[src/rtl/sccb_target.sv]
// sccb_target: SCCB/I2C target that models a camera register port.
// Oversamples sioc/siod on clk, decodes START/STOP, 3-phase writes
// (id, reg, value) and 2-phase-write + read, and exposes register
// accesses through one-clk write/read strobes.
// Build option: define SCCB_TARGET_ACK_EN to actively drive the ACK bit
// after each byte of a matched transaction; otherwise the 9th bit is
// left released (plain SCCB don't-care phase).
module sccb_target #(
    parameter logic [7:0]  DEV_ID      = 8'h42,
    parameter int unsigned SYNC_STAGES = 2
) (
    input  logic       clk,
    input  logic       rst,
    input  logic       sioc_in,
    input  logic       siod_in,
    output logic       siod_oe,
    output logic       busy,
    output logic       wr_en,
    output logic [7:0] wr_addr,
    output logic [7:0] wr_data,
    output logic       rd_req,
    output logic [7:0] rd_addr,
    input  logic [7:0] rd_data
);

`ifdef SCCB_TARGET_ACK_EN
    localparam logic ACK_DRIVE = 1'b1;
`else
    localparam logic ACK_DRIVE = 1'b0;
`endif

    typedef enum logic [3:0] {
        S_IDLE,
        S_ID,
        S_ID_ACK,
        S_REG,
        S_REG_ACK,
        S_DATA,
        S_DATA_ACK,
        S_RD_LOAD,
        S_RD_BYTE,
        S_RD_NACK,
        S_WAIT_STOP
    } state_t;

    // ------------------------------------------------------------------
    // Input synchronizers and edge detection
    // ------------------------------------------------------------------
    logic [SYNC_STAGES-1:0] sioc_sync_q;
    logic [SYNC_STAGES-1:0] siod_sync_q;
    logic                   sioc_prev_q;
    logic                   siod_prev_q;
    logic                   sioc_s;
    logic                   siod_s;
    logic                   sioc_rise;
    logic                   sioc_fall;
    logic                   start_det;
    logic                   stop_det;

    // Synchronizers reset to the idle-bus level so reset never fakes a START.
    always_ff @(posedge clk) begin
        if (rst) begin
            sioc_sync_q <= '1;
            siod_sync_q <= '1;
            sioc_prev_q <= 1'b1;
            siod_prev_q <= 1'b1;
        end else begin
            sioc_sync_q <= {sioc_sync_q[SYNC_STAGES-2:0], sioc_in};
            siod_sync_q <= {siod_sync_q[SYNC_STAGES-2:0], siod_in};
            sioc_prev_q <= sioc_sync_q[SYNC_STAGES-1];
            siod_prev_q <= siod_sync_q[SYNC_STAGES-1];
        end
    end

    assign sioc_s    = sioc_sync_q[SYNC_STAGES-1];
    assign siod_s    = siod_sync_q[SYNC_STAGES-1];
    assign sioc_rise = sioc_s & ~sioc_prev_q;
    assign sioc_fall = ~sioc_s & sioc_prev_q;
    assign start_det = sioc_s & sioc_prev_q & siod_prev_q & ~siod_s;
    assign stop_det  = sioc_s & sioc_prev_q & ~siod_prev_q & siod_s;

    // ------------------------------------------------------------------
    // Protocol FSM and datapath registers
    // ------------------------------------------------------------------
    state_t     state_q,   state_d;
    logic [2:0] bit_cnt_q, bit_cnt_d;
    logic [7:0] shift_q,   shift_d;
    logic [7:0] ptr_q,     ptr_d;
    logic       rw_q,      rw_d;
    logic       ack_on_q,  ack_on_d;
    logic       oe_q,      oe_d;
    logic       busy_q,    busy_d;
    logic       wr_en_q,   wr_en_d;
    logic [7:0] wr_addr_q, wr_addr_d;
    logic [7:0] wr_data_q, wr_data_d;
    logic       rd_req_q,  rd_req_d;
    logic [7:0] rx_byte;

    assign rx_byte = {shift_q[6:0], siod_s};

    // State and datapath register bank.
    always_ff @(posedge clk) begin
        if (rst) begin
            state_q   <= S_IDLE;
            bit_cnt_q <= '0;
            shift_q   <= '0;
            ptr_q     <= '0;
            rw_q      <= 1'b0;
            ack_on_q  <= 1'b0;
            oe_q      <= 1'b0;
            busy_q    <= 1'b0;
            wr_en_q   <= 1'b0;
            wr_addr_q <= '0;
            wr_data_q <= '0;
            rd_req_q  <= 1'b0;
        end else begin
            state_q   <= state_d;
            bit_cnt_q <= bit_cnt_d;
            shift_q   <= shift_d;
            ptr_q     <= ptr_d;
            rw_q      <= rw_d;
            ack_on_q  <= ack_on_d;
            oe_q      <= oe_d;
            busy_q    <= busy_d;
            wr_en_q   <= wr_en_d;
            wr_addr_q <= wr_addr_d;
            wr_data_q <= wr_data_d;
            rd_req_q  <= rd_req_d;
        end
    end

    // Next-state and output decode; STOP outranks START, both outrank the state.
    always_comb begin
        state_d   = state_q;
        bit_cnt_d = bit_cnt_q;
        shift_d   = shift_q;
        ptr_d     = ptr_q;
        rw_d      = rw_q;
        ack_on_d  = ack_on_q;
        oe_d      = oe_q;
        busy_d    = busy_q;
        wr_en_d   = 1'b0;
        wr_addr_d = wr_addr_q;
        wr_data_d = wr_data_q;
        rd_req_d  = 1'b0;

        if (stop_det) begin
            state_d   = S_IDLE;
            bit_cnt_d = '0;
            ack_on_d  = 1'b0;
            oe_d      = 1'b0;
            busy_d    = 1'b0;
        end else if (start_det) begin
            state_d   = S_ID;
            bit_cnt_d = '0;
            ack_on_d  = 1'b0;
            oe_d      = 1'b0;
            busy_d    = 1'b1;
        end else begin
            unique case (state_q)
                S_IDLE: begin
                    oe_d = 1'b0;
                end

                S_ID: begin
                    if (sioc_rise) begin
                        shift_d   = rx_byte;
                        bit_cnt_d = bit_cnt_q + 3'd1;
                        if (bit_cnt_q == 3'd7) begin
                            if (rx_byte[7:1] == DEV_ID[7:1]) begin
                                rw_d    = rx_byte[0];
                                state_d = S_ID_ACK;
                            end else begin
                                state_d = S_WAIT_STOP;
                            end
                        end
                    end
                end

                // ACK phases span two sioc falls: the first opens the 9th bit,
                // the second closes it. A read leaves on the first fall so the
                // register fetch overlaps the ACK bit.
                S_ID_ACK: begin
                    if (sioc_fall) begin
                        if (!ack_on_q) begin
                            oe_d = ACK_DRIVE;
                            if (rw_q) begin
                                rd_req_d = 1'b1;
                                state_d  = S_RD_LOAD;
                            end else begin
                                ack_on_d = 1'b1;
                            end
                        end else begin
                            oe_d      = 1'b0;
                            ack_on_d  = 1'b0;
                            bit_cnt_d = '0;
                            state_d   = S_REG;
                        end
                    end
                end

                S_REG: begin
                    if (sioc_rise) begin
                        shift_d   = rx_byte;
                        bit_cnt_d = bit_cnt_q + 3'd1;
                        if (bit_cnt_q == 3'd7) begin
                            ptr_d   = rx_byte;
                            state_d = S_REG_ACK;
                        end
                    end
                end

                S_REG_ACK: begin
                    if (sioc_fall) begin
                        if (!ack_on_q) begin
                            oe_d     = ACK_DRIVE;
                            ack_on_d = 1'b1;
                        end else begin
                            oe_d      = 1'b0;
                            ack_on_d  = 1'b0;
                            bit_cnt_d = '0;
                            state_d   = S_DATA;
                        end
                    end
                end

                S_DATA: begin
                    if (sioc_rise) begin
                        shift_d   = rx_byte;
                        bit_cnt_d = bit_cnt_q + 3'd1;
                        if (bit_cnt_q == 3'd7) begin
                            wr_en_d   = 1'b1;
                            wr_addr_d = ptr_q;
                            wr_data_d = rx_byte;
                            state_d   = S_DATA_ACK;
                        end
                    end
                end

                S_DATA_ACK: begin
                    if (sioc_fall) begin
                        if (!ack_on_q) begin
                            oe_d     = ACK_DRIVE;
                            ack_on_d = 1'b1;
                        end else begin
                            oe_d     = 1'b0;
                            ack_on_d = 1'b0;
                            state_d  = S_WAIT_STOP;
                        end
                    end
                end

                // rd_data arrives the clk after rd_req; the fall that ends the
                // ACK bit then presents the MSB.
                S_RD_LOAD: begin
                    if (sioc_fall) begin
                        oe_d      = ~shift_q[7];
                        shift_d   = {shift_q[6:0], 1'b0};
                        bit_cnt_d = '0;
                        state_d   = S_RD_BYTE;
                    end else if (rd_req_q) begin
                        shift_d = rd_data;
                    end
                end

                S_RD_BYTE: begin
                    if (sioc_rise) begin
                        bit_cnt_d = bit_cnt_q + 3'd1;
                        if (bit_cnt_q == 3'd7) begin
                            state_d = S_RD_NACK;
                        end
                    end else if (sioc_fall) begin
                        oe_d    = ~shift_q[7];
                        shift_d = {shift_q[6:0], 1'b0};
                    end
                end

                // Single-byte reads only: master ACK or NA both end the transfer.
                S_RD_NACK: begin
                    if (sioc_fall) begin
                        oe_d = 1'b0;
                    end else if (sioc_rise) begin
                        state_d = S_WAIT_STOP;
                    end
                end

                S_WAIT_STOP: begin
                    oe_d = 1'b0;
                end

                default: begin
                    state_d = S_IDLE;
                    oe_d    = 1'b0;
                end
            endcase
        end
    end

    assign siod_oe = oe_q;
    assign busy    = busy_q;
    assign wr_en   = wr_en_q;
    assign wr_addr = wr_addr_q;
    assign wr_data = wr_data_q;
    assign rd_req  = rd_req_q;
    assign rd_addr = ptr_q;

endmodule

[config.mk]
export PLATFORM = sky130hd
export DESIGN_NAME = sccb_target
export DESIGN_NICKNAME = d
export VERILOG_FILES = /design/src/rtl/sccb_target.sv
export SDC_FILE = /design/constraint.sdc
export NUM_CORES = 1
export LEC_CHECK = 0
export CORE_AREA = 2 2 75 77
export DETAILED_ROUTE_END_ITERATION = 8
export DIE_AREA = 0 0 77 79
export DONT_BUFFER_PORTS = 1
export PLACE_DENSITY = 0.65
export SLEW_MARGIN = 30
export SYNTH_ARGS = -nofsm -noshare
export SYNTH_HDL_FRONTEND = slang
export SYNTH_SLANG_ARGS = --single-unit
[constraint.sdc]
create_clock -name clk -period 2.3 [get_ports clk]
set_input_delay 0.23 -clock clk [delete_from_list [all_inputs] [get_ports clk]]
set_output_delay 0.23 -clock clk [all_outputs]
set_load 0.05 [all_outputs]
-- After elaboration in Yosys (flattened, before gate mapping)
Index checks and enable logic that the tools add are counted.
- memories kept: 0
- bits in registers: 51
- latch bits: 0
- input port bits: 12
- RAM bits: 0
- memory bits (read-only): 0
- mux-type cells: 44
- equal/unequal tests: 56
- $lt $le $gt $ge: 0
- bitwise gates (word level): 20
- add/sub/neg operators: 1
- reductions and logical operators: 23
- divide/modulo/power cells: 0
- shift-type cells: 0
- multiply operators: 0
- operators by type and width (operator ; count):
    2-to-1 mux 4 bit ; 19
    inequality test 3 bit, second input constant ; 18
    2-to-1 mux 8 bit ; 5
    one-hot mux 4 bit (10 select lines) ; 1
    inequality test 2 bit, second input constant ; 18
    AND reduction 18 bit ; 2
    one-hot mux 8 bit (3 select lines) ; 1
    == test 4 x 3 -> 1 bit, second input constant ; 4
    AND reduction 5 bit ; 3
    inequality test 2 x 1 -> 1 bit, second input constant ; 7
    NOT 1 bit ; 13
    == test 4 bit, second input constant ; 3
    2-to-1 mux 3 bit ; 4
    2-to-1 mux 1 bit ; 11
    one-hot mux 3 bit (3 select lines) ; 1
    == test 4 x 2 -> 1 bit, second input constant ; 2
    OR reduction 2 bit ; 4
    OR reduction 4 bit ; 2
    bitwise AND 1 bit ; 7
    == test 7 x 6 -> 1 bit, second input constant ; 1
    AND reduction 7 bit ; 1
    AND reduction 3 bit ; 2
    AND reduction 6 bit ; 1
    nonzero test 3 bit ; 2
    11 further kinds ; 12

-- Logic depth before layout (Yosys ltp)
- word-level depth: 6
- depth in mapped cells: 9
- depth with buffers taken out: 7

-- Worst setup path after synthesis
No wires, ideal clock.
- kind: reg-to-reg
- start point: reg bit_cnt_q[0]
- end point: reg state_q[2]
- data arrival time: 1.704 ns
- library setup time: 0.117 ns
- required time: 2.183 ns
- cell stages (with the launch flop): 8
- buffers on the path: 1
- setup slack: 0.478 ns
- clock period less this slack: 1.822 ns
- cell sequence: dfxtp_1 -> ha_1 -> ha_1 -> clkbuf_2 -> a2111oi_0 -> nor2_1 -> and3_1 -> a32o_1
- word-level cells in the longest chain between the ends: 3
- ends and longest elaborated chain (what ; RTL line ; RTL):
    start: declaration ; 86 ; logic [2:0] bit_cnt_q, bit_cnt_d;
    start signal: assignment ; 118 ; bit_cnt_q <= bit_cnt_d;
    == test 3 bit (*) ; - ;
    inequality test 2 bit (no line) ; - ;
    AND reduction 18 bit (no line) (*) ; - ;
    end signal: assignment ; 117 ; state_q <= state_d;
    end: declaration ; 85 ; state_t state_q, state_d;
Every way passes the cells marked *; elsewhere a longest branch is shown, timed or not.
A chain may end at the register's enable or synchronous reset.

-- Final worst setup path
- start point: reg state_q[0]
- end point: reg state_q[2]
- word-level cells in the longest chain between the ends: 4
- ends and longest elaborated chain (what ; RTL line ; RTL):
    == test 4 bit / logical NOT 4 bit (equally long branches) ; 160 ; unique case (state_q)
    OR reduction 2 bit (no line) ; - ;
    NOT 1 bit (no line) ; - ;
    AND reduction 18 bit (no line) ; - ;
Parallel ways exist; a longest one is shown, timed or not.

==> impl_metrics.env <==
export IMPL_hpwl_mm=3.79
export IMPL_rsz0062_at_grt="no"
export IMPL_port_buffers=0
export IMPL_synth_compound_area_share_pct=19.4
export IMPL_hold_viol_final=0
export IMPL_synthTopCellsByArea="dfxtp_1 (40%), mux2i_1 (6.7%), nand2_1 (5.3%)"
export IMPL_p_leak_nw=0.992
export IMPL_synth_nets=306
export IMPL_crit_path_max_fanout=15
export IMPL_post_drt_wl_per_cell_um=15.2
export IMPL_pwr_share_clk_pct=40.4
export IMPL_yosysTopAreaCellShare_pct=40.2
export IMPL_yosys_area_share_adder_pct=0.986
export IMPL_first_iter_violations=152
export IMPL_power_internal_w=0.00128
export IMPL_area_growth_pct=7.69
export IMPL_p_switching_w=0.000367
export IMPL_drtAntennaViolNets=0
export IMPL_gr_total_overflow=0
export IMPL_final_nets=305
export IMPL_slew_limit_headroom_pct=57.6
export IMPL_fin_tns_setup_ns=0
export IMPL_fin_skew_ns=0.00933
export IMPL_antenna_found_initial=0
export IMPL_drcViolationCount=0
export IMPL_cap_violations=0
export IMPL_core_area_um2=5340
export IMPL_max_freq_mhz=497
export IMPL_die_area_um2=6080
export IMPL_vias_per_cell=5.62
export IMPL_synth_xor_area_share_pct=0.345
export IMPL_maxSlewViolCount=0
export IMPL_path_clk_slew_ns=0.09
export IMPL_yosysTopAreaCell="dfxtp_1"
export IMPL_ys_seq_area_share_pct=40.2
export IMPL_first_global_vias=1855
export IMPL_ios=40
export IMPL_status="finished, final reports clean"
export IMPL_synth_warnings=0
export IMPL_synth_async_reset_ratio_pct=0
export IMPL_numCtsBuffers=5
export IMPL_nFillCells=502
export IMPL_multi_input_area_um2=1360
export IMPL_clock_root_buffer="clkbuf_8"
export IMPL_ir_drop_mv=0.644
export IMPL_avgSynthCellArea_um2=8.69
export IMPL_gp_congestion=0.884
export IMPL_htreeDepth=2
export IMPL_yosysMostFrequentCell="dfxtp_1"
export IMPL_synth_distinct_cells=60
export IMPL_worstHoldPathCells=1
export IMPL_die_x_um=77
export IMPL_r2r_slack_ns=0.29
export IMPL_final_util_pct=51.2
export IMPL_power_density_nw_per_um2=602
export IMPL_cts_resized=0
export IMPL_r2r_cells=5
export IMPL_start_kind="register"
export IMPL_netlist_area_um2=2540
export IMPL_synth_top_family_by_area="simple AND/OR/NAND/NOR gates"
export IMPL_fin_crit_ns=2.01
export IMPL_ctsHoldBuffers=1
export IMPL_die_h_um=79
export IMPL_fin_crit_sh_pct=87.5
export IMPL_regArea_um2=1020
export IMPL_synth_area_mux_share_pct=6.71
export IMPL_grt_pass1_wl_mm=9.03
export IMPL_worst_pin_slew_ns=0.636
export IMPL_combPwrFrac_pct=4.7
export IMPL_synthSimpleGateAreaFrac_pct=26.3
export IMPL_hold_class="in -> reg"
export IMPL_synth_edf_count=0
export IMPL_numClockSinks=51
export IMPL_final_layout_size_suffix_gt1_share_pct=16.1
export IMPL_synthFlopType="dfxtp_1"
export IMPL_cp_required_ns=2.50
export IMPL_clockBufferDepth=2
export IMPL_clk_insertion_delay_late_ns=0.31
export IMPL_wl_mm=5.52
export IMPL_ys_top_cells_by_count="dfxtp_1 (51), nand2_1 (36), nor2_1 (32)"
export IMPL_cts_tree="yes"
export IMPL_netlist_instances=292
export IMPL_whs_ns=0.0252
export IMPL_row_count=27
export IMPL_cp_end_kind="register"
export IMPL_initial_utilization_pct=47.5
export IMPL_post_cts_setup_buffers=0
export IMPL_seqPwrFrac_pct=54.9
export IMPL_ys_ff_latch=51
export IMPL_setup_viol=0
export IMPL_drtPass1Iterations=4
export IMPL_total_power_w=0.00165
export IMPL_grtUsageTotal_pct=18.6
export IMPL_crit_type="reg -> reg"
export IMPL_p_sw_share_pct=22.3
export IMPL_vias=2044
export IMPL_antenna_cells=0
export IMPL_grt_max_degree=36
export IMPL_crit_arrival_ns=2.21
## metal layers
layer,vias to the layer above,global-route usage [%],wire length [um]
met2,57,27.6,2550
li1,1034,-,-
met1,949,26.6,2640
met5,-,0,0
met3,4,5.00,296
met4,0,5.54,40
## worst paths after layout
check,to,from
setup / recovery,state_q[2]$_SDFFE_PP0P_,state_q[0]$_SDFFE_PP0P_
setup reg to reg,state_q[2]$_SDFFE_PP0P_,state_q[0]$_SDFFE_PP0P_
hold / removal,sioc_prev_q$_SDFF_PP1_,rst
hold reg to reg,sioc_sync_q[1]$_SDFF_PP1_,sioc_sync_q[0]$_SDFF_PP1_
## through the flow
stage	setup slack, ns	area (um2)	cells
after CTS	0.328	2730	364
after floorplan	0.478	2540	292
after global routing	0.113	2730	364
final	0.288	2730	364
after detailed placement	0.361	2590	355
after global placement	0.308	2590	355
## cells by family (layout without fill, tap and decap cells)
group,count (synthesis),in the layout
xor+xnor,1,1
simple gates,124,124
flops,51,51
compound gates,70,70
fa+ha+maj,2,2
buf+inv,27,27
mux,17,17
## final cells by class
class / count / area share (%)
inverters: 5 / 0.687
multi-input cells: 214 / 49.9
flip-flops and latches: 51 / 37.4
clock buffers: 6 / 3.02
well taps: 72 / 3.30
clock inverters: 2 / 1.42
repair buffers: 14 / 4.30
## state kept, by name, summed over array words and instances, names as in the netlist
register,count
sioc_prev_q,1
wr_addr,8
siod_sync_q,2
rd_addr,8
bit_cnt_q,3
siod_oe,1
wr_en,1
ack_on_q,1
shift_q,8
wr_data,8
busy,1
rw_q,1
rd_req,1
sioc_sync_q,2
siod_prev_q,1
state_q,4
## critical path, stage by stage (launching register included)
cell and delay (ns):
dfxtp_1 0.68, and2_1 0.30, o21ai_0 0.13, a22oi_2 0.39, nand4b_1 0.14, a32o_1 0.27
## cell usage in the layout, fill, tap and decap left out, types with 5 or more instances in the layout
master     n
nand2_1   36
nand3_1    6
mux2i_1   17
nor2_1    32
a21oi_1   24
dfxtp_1   51
inv_1      5
clkbuf_8   6
o21ai_0   10
buf_4     13
a211oi_1   9
nor2b_1    5
or2_2      8
## power groups by stage
stage	Sequential, W	Clock [W]	Combinational, W
after detailed placement	0.000924	0	0.0000644
final	0.000903	0.000664	0.0000780
after floorplan	0.000918	0	0.0000647
after CTS	0.000903	0.000677	0.0000777
after global routing	0.000905	0.000712	0.0000856
after global placement	0.000924	0	0.0000645
Power figures use the tool's default switching activity.
